**config.mk**
```make
export PLATFORM = sky130hd
export DESIGN_NAME = dp_ram_fifo_ctrl
export DESIGN_NICKNAME = d
export VERILOG_FILES = /design/src/rtl/dp_ram_fifo_ctrl.sv
export SDC_FILE = /design/constraint.sdc
export NUM_CORES = 1
export LEC_CHECK = 0
export CAP_MARGIN = 40
export CORE_AREA = 2 2 108 110
export DETAILED_ROUTE_END_ITERATION = 10
export DIE_AREA = 0 0 110 112
export GPL_TIMING_DRIVEN = 0
export PLACE_DENSITY_LB_ADDON = 0.08
export SYNTH_ARGS = -nofsm -noshare
export SYNTH_HDL_FRONTEND = slang
export SYNTH_SLANG_ARGS = --single-unit
```
**constraint.sdc**
```tcl
create_clock -name clk -period 3.4 [get_ports clk]
set_clock_uncertainty 0.2 [all_clocks]
set_input_delay 0.34 -clock clk [delete_from_list [all_inputs] [get_ports clk]]
set_output_delay 0.34 -clock clk [all_outputs]
set_load 0.05 [all_outputs]
```
**src/rtl/dp_ram_fifo_ctrl.sv**
```systemverilog
// dp_ram_fifo_ctrl: turns a simple dual-port RAM with a two-edge registered read
// (address register, then data register) into a streaming valid/ready FIFO.
// Port A of the RAM is the write port and port B is the read port. A 4-entry
// register buffer on the output absorbs the read latency, so the FIFO keeps
// one word per cycle under backpressure.
//
// Ports
//   clk, rst                       clock; synchronous active-high reset
//   in_data/in_valid/in_ready      write-side stream
//   out_data/out_valid/out_ready   read-side stream (head of the output buffer)
//   level                          words accepted and not yet delivered
//   ram_addr_a/ram_data_in_a/ram_write_en_a   RAM write port
//   ram_addr_b/ram_data_in_b/ram_write_en_b   RAM read port (write side tied off)
//   ram_data_out_b                 RAM read data
module dp_ram_fifo_ctrl #(
    parameter int unsigned ADDR_WIDTH = 6,
    parameter int unsigned DATA_WIDTH = 14
) (
    input  logic                  clk,
    input  logic                  rst,
    input  logic [DATA_WIDTH-1:0] in_data,
    input  logic                  in_valid,
    output logic                  in_ready,
    output logic [DATA_WIDTH-1:0] out_data,
    output logic                  out_valid,
    input  logic                  out_ready,
    output logic [ADDR_WIDTH+1:0] level,
    output logic [ADDR_WIDTH-1:0] ram_addr_a,
    output logic [DATA_WIDTH-1:0] ram_data_in_a,
    output logic                  ram_write_en_a,
    output logic [ADDR_WIDTH-1:0] ram_addr_b,
    output logic [DATA_WIDTH-1:0] ram_data_in_b,
    output logic                  ram_write_en_b,
    input  logic [DATA_WIDTH-1:0] ram_data_out_b
);

    localparam int unsigned DEPTH     = 1 << ADDR_WIDTH;
    localparam int unsigned CNT_W     = ADDR_WIDTH + 1;
    localparam int unsigned LVL_W     = ADDR_WIDTH + 2;
    localparam int unsigned BUF_DEPTH = 4;
    localparam int unsigned BUF_AW    = 2;
    localparam int unsigned BUF_CW    = 3;

    // Architectural state
    logic [ADDR_WIDTH-1:0] wr_ptr_q, wr_ptr_d;
    logic [ADDR_WIDTH-1:0] rd_ptr_q, rd_ptr_d;
    logic [CNT_W-1:0]      ram_occ_q, ram_occ_d;
    logic [CNT_W-1:0]      unissued_q, unissued_d;
    logic [1:0]            vp_q, vp_d;
    logic [DATA_WIDTH-1:0] buf_mem_q [BUF_DEPTH];
    logic [DATA_WIDTH-1:0] buf_mem_d [BUF_DEPTH];
    logic [BUF_AW-1:0]     buf_head_q, buf_head_d;
    logic [BUF_AW-1:0]     buf_tail_q, buf_tail_d;
    logic [BUF_CW-1:0]     buf_count_q, buf_count_d;

    // Per-cycle events
    logic                  push_c;
    logic                  issue_c;
    logic                  land_c;
    logic                  pop_c;
    logic [BUF_CW-1:0]     credit_used_c;

    // Handshakes and RAM port drive
    always_comb begin
        in_ready       = !rst && (ram_occ_q < CNT_W'(DEPTH));
        push_c         = in_valid && in_ready;
        out_valid      = (buf_count_q != '0);
        out_data       = buf_mem_q[buf_head_q];
        pop_c          = out_valid && out_ready;
        level          = LVL_W'(ram_occ_q) + LVL_W'(buf_count_q);

        ram_addr_a     = wr_ptr_q;
        ram_data_in_a  = in_data;
        ram_write_en_a = push_c;
        ram_addr_b     = rd_ptr_q;
        ram_data_in_b  = '0;
        ram_write_en_b = 1'b0;
    end

    // Read issue: reads in flight plus buffered words never exceed the buffer size,
    // so every landing word has a free buffer slot.
    always_comb begin
        credit_used_c = BUF_CW'(vp_q[0]) + BUF_CW'(vp_q[1]) + buf_count_q;
        issue_c       = (unissued_q != '0) && (credit_used_c < BUF_CW'(BUF_DEPTH));
        land_c        = vp_q[1];
    end

    // Next-state: each counter takes the net effect of all events in the cycle
    always_comb begin
        wr_ptr_d    = wr_ptr_q + ADDR_WIDTH'(push_c);
        rd_ptr_d    = rd_ptr_q + ADDR_WIDTH'(issue_c);
        // A slot stays occupied until its word has landed in the buffer
        ram_occ_d   = ram_occ_q + CNT_W'(push_c) - CNT_W'(land_c);
        unissued_d  = unissued_q + CNT_W'(push_c) - CNT_W'(issue_c);
        vp_d        = {vp_q[0], issue_c};
        buf_count_d = buf_count_q + BUF_CW'(land_c) - BUF_CW'(pop_c);
        buf_tail_d  = buf_tail_q + BUF_AW'(land_c);
        buf_head_d  = buf_head_q + BUF_AW'(pop_c);
        buf_mem_d   = buf_mem_q;
        if (land_c) begin
            buf_mem_d[buf_tail_q] = ram_data_out_b;
        end
    end

    // Control state register
    always_ff @(posedge clk) begin
        if (rst) begin
            wr_ptr_q    <= '0;
            rd_ptr_q    <= '0;
            ram_occ_q   <= '0;
            unissued_q  <= '0;
            vp_q        <= '0;
            buf_head_q  <= '0;
            buf_tail_q  <= '0;
            buf_count_q <= '0;
        end else begin
            wr_ptr_q    <= wr_ptr_d;
            rd_ptr_q    <= rd_ptr_d;
            ram_occ_q   <= ram_occ_d;
            unissued_q  <= unissued_d;
            vp_q        <= vp_d;
            buf_head_q  <= buf_head_d;
            buf_tail_q  <= buf_tail_d;
            buf_count_q <= buf_count_d;
        end
    end

    // Buffer storage needs no reset; buf_count qualifies its contents
    always_ff @(posedge clk) begin
        buf_mem_q <= buf_mem_d;
    end

endmodule

```
* Yosys cells after proc, flatten, opt, wreduce, memory -nomap -nowiden
Index checks and enable logic that the tools add are counted.
Storage, ports and cells: output and inout port bits 66, logic and storage cells 46, bits of input ports 32, bits in registers 91
Cells by class: muxes and demuxes 6, reduce and logical (&&, ||, !) cells 8, add/subtract/negate cells 13, bitwise operators 2, $lt $le $gt $ge 5
Operators by type and width (number):
- 56-bit bitwise mux | 1
- 14-bit 2-to-1 mux | 3
- 14-bit binary-select mux with 2-bit select | 1
- 14-bit demux with 2-bit select | 1
- 7-bit by 1-bit adder with 7-bit output | 2
- 7-bit by 1-bit subtractor with 7-bit output | 2
- 6-bit by 1-bit adder with 6-bit output | 2
- 7-bit by 3-bit adder with 8-bit output | 1
- 7-bit < comparator (second input constant) | 1
- 7-bit nonzero test | 1
- 3-bit greater-or-equal comparator (second input constant) | 2
- 2-bit inverter with 3-bit output | 2
- 1-bit logical AND | 5
- 2-bit by 1-bit adder with 2-bit output | 2
- 2-bit by 3-bit adder with 3-bit output | 1
- 3-bit by 1-bit adder with 3-bit output | 1
- 3-bit by 1-bit < comparator with 1-bit output (second input constant) | 1
- 3-bit < comparator (second input constant) | 1
- 3-bit nonzero test | 1
- 3-bit by 1-bit subtractor with 3-bit output | 1
- 1-bit by 1-bit adder with 2-bit output | 1
- 1-bit logical NOT | 1

* Longest topological paths before layout
Gate-level depths: netlist of the first run.
depth in word-level cells 6, gate-level depth with buffers 14, mapped depth without buffers 14

* Worst setup path before layout of the first run
Ideal clock, no wire load.
path type input to register, start input rst, end register ram_occ_q[6], library setup time 0.129 ns, arrival time 2.978 ns, data required time 3.071 ns, path buffers 1, path slack 0.094 ns, cell stages on the path 10, cell sequence buf_2 -> nor2_1 -> and2_1 -> ha_1 -> inv_1 -> fa_1 -> nor2b_1 -> o31a_1 -> nor2_1 -> nand4b_1
Between the ends: word-level cells in the longest chain between the ends 5
Ends and longest elaborated chain:
- from (decl) | RTL line 20 | input logic rst,
- 1-bit logical NOT | RTL line 65 | in_ready = !rst && (ram_occ_q < CNT_W'(DEPTH));
- 1-bit logical AND | RTL line 65
- named net in_ready | RTL line 23 | output logic in_ready,
- 1-bit logical AND | RTL line 66 | push_c = in_valid && in_ready;
- named net ram_write_en_a | RTL line 30 | output logic ram_write_en_a,
- 7-bit by 1-bit adder with 7-bit output | RTL line 93 | ram_occ_d = ram_occ_q + CNT_W'(push_c) - CNT_W'(land_c);
- 7-bit by 1-bit subtractor with 7-bit output | RTL line 93
- to (signal assigned) | RTL line 119 | ram_occ_q <= ram_occ_d;
- to (decl) | RTL line 47 | logic [CNT_W-1:0] ram_occ_q, ram_occ_d;
The timed path passes the listed nets, and every way through them passes these cells. A chain may end at the register's enable or synchronous reset.

* Worst setup path in the final report of the first run
start register buf_count_q[0], end output level[4]
Between the ends: word-level cells in the longest chain between the ends 1
Ends and longest elaborated chain:
- from (decl) | RTL line 54 | logic [BUF_CW-1:0] buf_count_q, buf_count_d;
- from (signal assigned) | RTL line 124 | buf_count_q <= buf_count_d;
- 7-bit by 3-bit adder with 8-bit output | RTL line 70 | level = LVL_W'(ram_occ_q) + LVL_W'(buf_count_q);
- to (decl) | RTL line 27 | output logic [ADDR_WIDTH+1:0] level,
No other way between the ends.

==> impl_results.md, run 1 <==
- Vias/cell: between 4 and 5
- Routed wire length: slightly below 8000 um
- R2R Setup Slk: 0.34 ns
- YS warnings: 0
- Largest stage delay, worst path: 0.82 ns
- Total grt overflow: 0
- Hold-fix buffers at CTS: 0
- Vias in the first global route: ~2600
- CTS tree: yes
- Core area: 0.01117 mm^2
- Leak Pwr: 0.002148 uW
- Overall Power: roughly 4600 uW
- Final Hold Viols: 0
- Layout area overhead: 27.60%
- Met3 GRT Util: 0.03689
- Max-slew violation count: 0
- Hold WC Path Type: reg -> reg
- Die Height: 112 um
- Global-route wire length before repair: 12620 um
- Status: finished, final reports clean
- Top-count cell post-synth: edfxtp_1
- Post-synth top area share: 0.3855
- Synth async-reset ratio: 0
- Critical Path RT: 2.86 ns
- Grt peak-use layer: met2
- Area contributors post-synth: edfxtp_1 39%, dfxtp_1 16%, ha_1 8.9%
- Final setup fails: 0
- Critical path class: reg -> out
- Max Fclk: 311.5 MHz
- Cell Rows: 39
- Drt drc: 0
- Placed Cells: approximately 560
- Sw power: 1838 uW
- Die ar.: 0.01232 mm^2
- Pwr dens: 826.9 mW/mm^2
- Worst R2R Start: buf_count_q[0]
- CP Capture Type: output port
- Nets@finish: 496
- Worst skew pair latency: 0.34 ns
- Peak supply drop: between 0.0003 and 0.0004 V
- Vias: between 2000 and 3000
- Grt met1 use: 0.1625
- Initial antenna violation count: 0
- Synthesized area: 0.004362 mm^2
- Placed cell areas: 0.005298 mm^2
- Clock Path Buffers: 2
- Synth Flop Type: edfxtp_1
- Routed Antenna Nets: 0
- Comb pwr share: 0.487
- M2 GR Usage: 0.2307
- # port buffers: a little under 70
- Initial DRC Count: 84
- Initial Utilization: 0.3903
- Tcrit/Tclk final: 0.9443
- Number of synthesized flops with an enable pin: between 50 and 60
- Clock share of power: 0.195
- RSZ-0062 raised after global routing: false
- Ports: about 100
- Finished Layout Cells: 577
- Crit-path cells: ha_1 -> inv_1 -> fa_1 -> nor2b_1 -> o21ai_0 -> xnor2_1 -> clkdlybuf4s50_1
- Top Family by Delay on Critical Path: buffers and inverters
- Dpl hpwl: ~5800 um
- # resized after CTS: 0
- Commonest cells in the netlist: 56 x edfxtp_1, 35 x dfxtp_1, 31 x ha_1
- Net Sw Frac: 0.3994
- Root buf cell: clkbuf_16
- Dominant cell type by area after synthesis: edfxtp_1
- DR WL/cell: ~14 um
- Synth Register Bits: 91
- Final min period: around 3.2 ns
- # H-tree levels: 3
- Final instance area: ~0.0056 mm^2
- CP Max Fanout: 4
- Reg2reg end: unissued_q[4]
- R2R depth: 14
- Final hold slack: 0.2696 ns
- Buf/Inv on CP: 2
- Hold path startpoint: vp_q[0]
- Pin count of the biggest net entering global routing: 16
- Clock transition at path regs: 0.06 ns
- Die X: 110 um
- Sequential fraction of the synthesis area: 0.5462
- Max_slew headroom: 0.4350
- Internal: roughly 2800 uW
- Worst setup SP type: flip-flop
- Yosys cell types: 44
- Total GRT Usage: 0.1347
- TritonCTS buffer count: 9
- Hold path depth: 1
- Max Cap Violations: 0
- Postcts setup bufs: 0
- Slowest cell on the critical path: clkdlybuf4s50_1
- Layout cells sized above 1: 0.1544
- Synthesized instance count: 334
- Sink Count: 91
- Reg power frac: 0.318
- Synth Area per Inst: 13.06 um^2
- Detailed Routing Iterations Pass 1: 5
- Fill cells: 1016
- # diodes: 0
- Total negative setup slack: 0 ns
- Final GP Congestion: 0.8140
- Worst Hold End: vp_q[1]
- Worst-Margin Slew: 0.8437 ns
- CP Data Arrival Time: 2.67 ns
-- worst reg2reg max path, delay by kind of cell (launching register included) --
kind,cells,cell delay (ns)
compound gates,3,0.37
simple gates,4,0.68
fa+ha+maj,4,1.05
xor+xnor,1,0.15
buf+inv,2,0.11
flops,1,0.39
-- cell usage in the layout, fill, tap and decap left out, types with 8 or more instances in the layout --
master / netlist / routed
mux4_2: 10 / 10
inv_1: 28 / 28
clkdlybuf4s50_1: 0 / 68
nor2_1: 26 / 26
xnor2_1: 14 / 14
buf_4: 29 / 30
conb_1: 1 / 15
edfxtp_1: 56 / 56
clkbuf_16: 0 / 9
nor2b_1: 17 / 17
nand3_1: 8 / 8
ha_1: 31 / 31
dfxtp_1: 35 / 35
-- cell families (layout without fill, tap and decap cells) --
logic type	count (synthesis)	count (layout)	share of synthesized area
multiplexers	14	14	0.07573
adder cells (fa/ha/maj)	35	35	0.1073
buffers and inverters	64	150	0.08692
AO/OA/AOI/OAI	26	26	0.04131
AND/OR/NAND/NOR	83	83	0.1016
XOR/XNOR	20	20	0.04016
flip-flops	91	91	0.5462
other	1	15	0.0008598
-- through the flow --
stage	util	worst slack [ns]
after floorplan	-	0.09361
after global placement	0.4720	0.3586
after detailed placement	0.4741	0.3042
after CTS	0.4980	0.1366
after global routing	0.4980	0.007940
final	0.4980	0.1894
-- layout make-up --
type / count / area [um^2] / area share
sequential: 91 / 2382 / 0.4281
multi-input combinational: 193 / 1658 / 0.2979
timing repair buffer: 70 / 699.4 / 0.1257
buffer: 36 / 274.0 / 0.04924
clock buffer: 10 / 229.0 / 0.04114
tap: 143 / 178.9 / 0.03215
inverter: 28 / 105.1 / 0.01888
clock inverter: 6 / 38.79 / 0.006969
-- registers in the layout, indices dropped and copies added (netlist names) --
register and count:
buf_count_q 3, buf_head_q 2, buf_mem_q 56, buf_tail_q 2, ram_addr_a 6, ram_addr_b 6, ram_occ_q 7, unissued_q 7
vp_q 2
-- how the worst max path moves through the flow --
stage / endpoint / start / slack, ns / cells after the start
finish: level[4] / buf_count_q[0] / 0.19 / 7
global route: level[6] / buf_count_q[0] / 0.008 / 7
CTS: level[4] / buf_count_q[0] / 0.14 / 7
detailed placement: ram_occ_q[6] / rst / 0.30 / 11
global placement: unissued_q[4] / buf_count_q[0] / 0.36 / 14
floorplan: ram_occ_q[6] / rst / 0.09 / 10
-- metal layers --
metal / vias to the layer above / wire (um)
met1: 1252 / 3341
met3: 6 / 371
li1: 1333 / -
met5: - / 0
met2: 56 / 4042
met4: 0 / 72
-- power groups by stage --
stage / combinational (uW) / clock (uW) / sequential, uW
2_1_floorplan: 1660 / 0 / 1510
3_3_place_gp: 2220 / 0 / 1490
3_5_place_dp: 2260 / 0 / 1490
4_1_cts: 2270 / 930 / 1470
5_1_grt: 2450 / 974 / 1490
6_report: 2240 / 897 / 1460
Power figures use the tool's default switching activity.
==> inputs of run 2 (changes only) <==
Clock period 3.4 ns to 2.8 ns, I/O delays scaled along.
==> run 2 against run 1 <==
  * Clock power grew 32%
  * Global-route usage grew 0.63 points
  * Worst hold slack gained 0.049 ns
  * Via count grew 1.5%
  * First-iteration DRC count grew 15%
  * Combinational power grew 27%
  * Largest cell class unchanged
==> impl_results.md, run 2 (same netlist as run 1, synthesis figures left out) <==
- Pwr dens: 1024 mW/mm^2 (was 826.9 mW/mm^2)
- Total grt overflow: 0 (unchanged)
- CP Data Arrival Time: 2.81 ns (was 2.67 ns)
- Peak supply drop: 0.0004967 V (was 0.0003403 V)
- Tcrit/Tclk final: 0.9934
- Most frequent cells in the layout: 58 x clkdlybuf4s50_1, 56 x edfxtp_1, 36 x buf_4, 34 x dfxtp_1, 29 x ha_1 (was 68 x clkdlybuf4s50_1, 56 x edfxtp_1, 35 x dfxtp_1, 31 x ha_1, 30 x buf_4)
- Finished Layout Cells: 583 (was 577)
- # diodes: 0 (unchanged)
- Global-route wire length before repair: 13200 um (was 12620 um)
- Overall Power: 5825 uW (was 4602 uW)
- Routed Antenna Nets: 0 (unchanged)
- Pin count of the biggest net entering global routing: 20 (was 16)
- Max Cap Violations: 0 (unchanged)
- Net Sw Frac: 0.4060 (was 0.3994)
- CTS tree: yes (unchanged)
- Internal: 3460 uW (was 2764 uW)
- Reg with most FFs: buf_mem_q (unchanged)
- Sw power: 2365 uW (was 1838 uW)
- Largest register FFs: 56 (unchanged)
- Clock Path Buffers: 2 (unchanged)
- Grt peak-use layer: met2 (unchanged)
- Critical Path RT: 2.83 ns (was 2.86 ns)
- Final GP Congestion: 0.7790 (was 0.8140)
- Commonest non-fill, non-tap cell in the layout: clkdlybuf4s50_1 (unchanged)
- Die ar.: 0.01232 mm^2 (unchanged)
- DR WL/cell: 13.99 um (was 13.56 um)
- Initial DRC Count: 97 (was 84)
- Vias: 2686 (was 2647)
- CP Max Fanout: 3 (was 4)
- Worst setup SP type: flip-flop (unchanged)
- Core area: 0.01117 mm^2 (unchanged)
- TritonCTS buffer count: 9 (unchanged)
- Initial antenna violation count: 0 (unchanged)
- Status: finished, final reports clean (unchanged)
- Nets@finish: 502 (was 496)
- Reg power frac: 0.307 (was 0.318)
- Cell Rows: 39 (unchanged)
- Initial Utilization: 0.3903 (unchanged)
- CP Capture Type: flip-flop (was output port)
- Leak Pwr: 0.002261 uW (was 0.002148 uW)
- Comb pwr share: 0.489 (was 0.487)
- Layout Utilization: 0.5092 (was 0.4980)
- Max-slew violation count: 0 (unchanged)
- Vias/cell: 4.607 (was 4.588)
- Ports: 98 (unchanged)
- Die Height: 112 um (unchanged)
- Sink Count: 91 (unchanged)
- Worst-Margin Slew: 0.7889 ns (was 0.8437 ns)
- Post-route setup slack: 0.01861 ns (was 0.1894 ns)
- Multi-input logic area: 0.001714 mm^2 (was 0.001658 mm^2)
- Worst skew pair latency: 0.34 ns (about the same)
- M2 GR Usage: 0.2348 (was 0.2307)
- Max_slew headroom: 0.4741 (was 0.4350)
- Top Registers: buf_mem_q (56), ram_occ_q (7), unissued_q (7) (unchanged)
- Total negative setup slack: 0 ns (unchanged)
- Fill cells: 1013 (was 1016)
- Final Hold Viols: 0 (unchanged)
- Place WS: -0.2707 ns (was 0.3042 ns)
- Layout area overhead: 30.46% (was 27.60%)
- Root buf cell: clkbuf_16 (unchanged)
- Hold WC Path Type: reg -> reg (unchanged)
- Final min period: around 2.8 ns
- Met3 GRT Util: 0.02986 (was 0.03689)
- Dpl hpwl: 5837 um (was 5771 um)
- Grt met1 use: 0.1777 (was 0.1625)
- Sequential Area: 0.002384 mm^2 (was 0.002382 mm^2)
- Drt drc: 0 (unchanged)
- R2R depth: 14 (unchanged)
- Routed wire length: 8156 um (was 7827 um)
- Final setup fails: 0 (unchanged)
- Clock share of power: 0.203 (was 0.195)
- Max Fclk: 359.5 MHz
- Hold-fix buffers at CTS: 0 (unchanged)
- Critical path class: reg -> reg (was reg -> out)
- Clock transition at path regs: 0.07 ns (was 0.06 ns)
- Placed Cells: 561 (unchanged)
- Vias in the first global route: 2680 (was 2612)
- RSZ-0062 raised after global routing: true (was false)
- Die X: 110 um (unchanged)
- Layout cells sized above 1: 0.2091 (was 0.1544)
- Total GRT Usage: 0.1410 (was 0.1347)
- Detailed Routing Iterations Pass 1: 4 (was 5)
- # H-tree levels: 3 (unchanged)
- Hold path depth: 1 (unchanged)
- # port buffers: 68 (unchanged)
==> run 2: stage by stage <==
stage / hold WS (ns) / instance area, um^2
floorplan: 0.1789 / 4423
global placement: 0.2569 / 5283
detailed placement: 0.2676 / 5306
finish: 0.3191 / 5690
global route: 0.3316 / 5690
CTS: 0.2765 / 5645
==> run 2: critical path: stages, from the launching register on <==
cell and delay, ns:
dfxtp_1 0.34, ha_4 0.27, a21oi_2 0.04, nor2_1 0.11, xor2_1 0.23, nor2_2 0.07, ha_1 0.28, inv_1 0.06
ha_2 0.17, inv_2 0.04, fa_2 0.35, nor2b_4 0.15, o21ba_2 0.15, o21ai_0 0.06, nor3b_1 0.14
==> run 2: area by class of cell <==
type | instances | share of cell area
well taps | 143 | 0.03144
repair buffers | 76 | 0.1293
multi-input cells | 193 | 0.3012
inverters | 28 | 0.01847
flip-flops and latches | 91 | 0.4189
clock buffers | 9 | 0.03958
clock inverters | 7 | 0.01297
plain buffers | 36 | 0.04815
==> run 2: final timing paths <==
check / from / to / slack [ns]
worst max-delay path: vp_q[0] / unissued_q[4] / 0.02
worst max register to register: vp_q[0] / unissued_q[4] / 0.02
worst min register to register: vp_q[0] / vp_q[1] / 0.32
worst min-delay path: vp_q[0] / vp_q[1] / 0.32
==> run 2: routing by layer <==
metal  vias up  part of all wire
li1       1349                 -
met1      1281              0.44
met2        46              0.51
met3        10             0.037
met4         0             0.016
met5         -                 0
==> run 2: timing repair <==
item,in CTS,in global routing
resized for setup,17,16
endpoints found under the setup margin,8,9
pin swaps,4,4
endpoints found under the hold margin,0,0
setup buffers,3,3
==> run 2: power groups by stage <==
| stage | clock network, uW | registers [uW] | logic [uW] |
|---|---|---|---|
| after floorplan | 0 | 1830 | 2020 |
| final | 1180 | 1790 | 2850 |
| after global placement | 0 | 1810 | 2700 |
| after detailed placement | 0 | 1820 | 2750 |
| after CTS | 1220 | 1790 | 2820 |
| after global routing | 1280 | 1820 | 3140 |
==> inputs of run 3 (changes only) <==
Settings changed: ABC_AREA set to 1, GPL_ROUTABILITY_DRIVEN set to 0, TNS_END_PERCENT set to 100.
==> run 3 against run 2 <==
  * Via count rose by 17%
  * Non-clock buffer count up 2
  * Maximum frequency up 3.2%
  * Sequential power barely moved
  * Register-to-register slack improved by 0.16 ns
  * Die area unchanged
  * Global-route usage grew 1.2 points
  * Clock power up 12%
  * Worst hold slack lost 0.069 ns
  * Highest routed layer unchanged
==> impl_results.md, run 3 <==
- Hold WC Path Type: reg -> reg (unchanged)
- Area contributors post-synth: edfxtp_1 38%, dfxtp_1 16%, ha_1 8.8% (was edfxtp_1 39%, dfxtp_1 16%, ha_1 8.9%)
- Status: finished, final reports clean (unchanged)
- Routed wire length: 8927 um (was 8156 um)
- Clock transition at path regs: 0.06 ns (was 0.07 ns)
- # diodes: 0 (unchanged)
- CTS tree: yes (unchanged)
- Commonest non-fill, non-tap cell in the layout: nor2_1 (was clkdlybuf4s50_1)
- Clock share of power: 0.211 (was 0.203)
- Place WS: -0.09773 ns (was -0.2707 ns)
- Top Family by Delay on Critical Path: buffers and inverters (was adder cells)
- Slowest cell on the critical path: clkdlybuf4s50_1 (was fa_2)
- Yosys cell types: 32 (was 44)
- Total grt overflow: 0 (unchanged)
- Reg with most FFs: buf_mem_q (unchanged)
- Drt drc: 0 (unchanged)
- Worst-Margin Slew: 0.7308 ns (was 0.7889 ns)
- Post-route setup slack: 0.1053 ns (was 0.01861 ns)
- Layout cells sized above 1: 0.1633 (was 0.2091)
- Nets@finish: 613 (was 502)
- Pwr dens: 1077 mW/mm^2 (was 1024 mW/mm^2)
- Vias in the first global route: 3032 (was 2680)
- Fill cells: 1040 (was 1013)
- DR WL/cell: 12.86 um (was 13.99 um)
- Placed cell areas: 0.005388 mm^2 (was 0.005306 mm^2)
- Dominant cell type by area after synthesis: edfxtp_1 (unchanged)
- Final min period: 2.695 ns (was 2.781 ns)
- Synthesized instance count: 446 (was 334)
- Tcrit/Tclk final: 0.9624 (was 0.9934)
- Number of synthesized flops with an enable pin: 56 (unchanged)
- Multi-input logic area: 0.001618 mm^2 (was 0.001714 mm^2)
- Crit-path cells: ha_1 -> inv_1 -> fa_1 -> inv_1 -> clkdlybuf4s50_1 (was ha_4 -> a21oi_2 -> nor2_1 -> xor2_1 -> nor2_2 -> ha_1 -> inv_1 -> ha_2 -> inv_2 -> fa_2 -> nor2b_4 -> o21ba_2 -> o21ai_0 -> nor3b_1)
- Worst skew pair latency: 0.33 ns (was 0.34 ns)
- Largest stage delay, worst path: 0.80 ns (was 0.35 ns)
- Sink Count: 91 (unchanged)
- Max_slew headroom: 0.5101 (was 0.4741)
- Top Registers: buf_mem_q (56), ram_occ_q (7), unissued_q (7) (unchanged)
- Sw power: 2683 uW (was 2365 uW)
- Net Sw Frac: 0.4292 (was 0.4060)
- Synthesized area: 0.004405 mm^2 (was 0.004362 mm^2)
- Initial antenna violation count: 0 (unchanged)
- Max-slew violation count: 0 (unchanged)
- CP Data Arrival Time: 2.21 ns (was 2.81 ns)
- Pin count of the biggest net entering global routing: 18 (was 20)
- CP dominant cell by count: inv_1
- # H-tree levels: 3 (unchanged)
- CP Capture Type: output port (was flip-flop)
- Core area: 0.01117 mm^2 (unchanged)
- Post-synth top area share: 0.3817 (was 0.3855)
- Ports: 98 (unchanged)
- Final instance area: 0.005806 mm^2 (was 0.005690 mm^2)
- Comb pwr share: 0.504 (was 0.489)
- Root buf cell: clkbuf_16 (unchanged)
- Synth Flop Type: edfxtp_1 (unchanged)
- Synth Area per Inst: 9.878 um^2 (was 13.06 um^2)
- Internal: 3569 uW (was 3460 uW)
- Routed Antenna Nets: 0 (unchanged)
- Initial Utilization: 0.3942 (was 0.3903)
- Commonest cells in the netlist: 73 x nor2_1, 58 x inv_1, 56 x edfxtp_1 (was 56 x edfxtp_1, 35 x dfxtp_1, 31 x ha_1)
- Top-count cell post-synth: nor2_1 (was edfxtp_1)
- Total GRT Usage: 0.1531 (was 0.1410)
- CP Max Fanout: 3 (unchanged)
- Die ar.: 0.01232 mm^2 (unchanged)
- Max Cap Violations: 0 (unchanged)
- Max Fclk: 371.1 MHz (was 359.5 MHz)
- Global-route wire length before repair: 14590 um (was 13200 um)
- # port buffers: 68 (unchanged)
- Initial DRC Count: 145 (was 97)
- Leak Pwr: 0.002512 uW (was 0.002261 uW)
- Peak supply drop: 0.0004974 V (was 0.0004967 V)
- Vias: 3131 (was 2686)
- Synth Register Bits: 91 (unchanged)
- TritonCTS buffer count: 9 (unchanged)
- Worst setup SP type: flip-flop (unchanged)
- Cell Rows: 39 (unchanged)
- Buf/Inv on CP: 3 (was 2)
- Critical path class: reg -> out (was reg -> reg)
- Dpl hpwl: 6547 um (was 5837 um)
- Largest register FFs: 56 (unchanged)
- Die Height: 112 um (unchanged)
- YS warnings: 0 (unchanged)
- Detailed Routing Iterations Pass 1: 4 (unchanged)
- Reg power frac: 0.285 (was 0.307)
- Final Hold Viols: 0 (unchanged)
- Final setup fails: 0 (unchanged)
- Critical Path RT: 2.32 ns (was 2.83 ns)
- Layout area overhead: 31.78% (was 30.46%)
- Clock Path Buffers: 2 (unchanged)
- Die X: 110 um (unchanged)
- Most frequent cells in the layout: 73 x nor2_1, 56 x inv_1, 56 x edfxtp_1, 55 x clkdlybuf4s50_1, 38 x nand2_1 (was 58 x clkdlybuf4s50_1, 56 x edfxtp_1, 36 x buf_4, 34 x dfxtp_1, 29 x ha_1)
- Vias/cell: 4.512 (was 4.607)
- Sequential fraction of the synthesis area: 0.5408 (was 0.5462)
- Sequential Area: 0.002389 mm^2 (was 0.002384 mm^2)
- Synth async-reset ratio: 0 (unchanged)
[run 3: layer usage]
| metal | GRT usage | vias to the layer above | share of wire |
|---|---|---|---|
| li1 | - | 1622 | - |
| met1 | 0.1814 | 1459 | 0.43 |
| met2 | 0.2753 | 48 | 0.53 |
| met3 | 0.03630 | 2 | 0.034 |
| met4 | 0.03629 | 0 | 0.0040 |
| met5 | 0 | - | 0 |
[run 3: worst paths after layout]
kind,slack [ns],to,cells past startpoint,start
min reg2reg,0.25,vp_q[1],2,vp_q[0]
max reg2reg,0.18,unissued_q[4],18,buf_count_q[0]
max,0.11,level[1],5,buf_count_q[0]
min,0.25,vp_q[1],2,vp_q[0]
[run 3: worst min-delay path: stages, from the launching register on]
cell,delay [ns]
dfxtp_2,0.33
inv_1,0.05
nor2_1,0.03
[run 3: kinds of logic (layout without fill, tap and decap cells)]
kind of cell    count (synthesis)  count (layout)  share of synthesized area
fa+ha+maj                      35              35                     0.1062
xor+xnor                        9               9                    0.01789
compound gates                 64              64                    0.07867
other cells                     1              15                  0.0008512
buf+inv                       101             192                     0.1184
simple gates                  145             145                     0.1372
flops                          91              91                     0.5408
[run 3: metrics by stage]
stage          hold slack, ns    util  setup TNS (ns)  total power (uW)  std cells
2_1_floorplan          0.1568       -               0              4043        460
3_3_place_gp           0.2157  0.4763          -6.062              4836        671
3_5_place_dp           0.2170  0.4821         -0.2686              4897        675
4_1_cts                0.2243  0.5119               0              6222        691
5_1_grt                0.2603  0.5195        -0.01330              6712        694
6_report               0.2502  0.5195               0              6252        694
[run 3: area by class of cell]
cell class | count | area share
inverters | 62 | 0.04009
clock buffers | 9 | 0.03879
plain buffers | 39 | 0.04978
clock inverters | 7 | 0.01875
repair buffers | 75 | 0.1317
well taps | 143 | 0.03082
multi-input cells | 268 | 0.2787
flip-flops and latches | 91 | 0.4114
[run 3: timing repair]
action,4_1_cts,5_1_grt
setup endpoints to repair,5,12
gates resized for setup,7,25
hold buffers,0,0
pin swaps,0,2
setup buffers,0,3
[run 3: power groups by stage]
stage               logic [uW]  clock network [uW]  registers [uW]
floorplan                 2220                   0            1820
global placement          3030                   0            1800
detailed placement        3090                   0            1810
CTS                       3090                1360            1780
global route              3500                1400            1810
finish                    3150                1320            1780
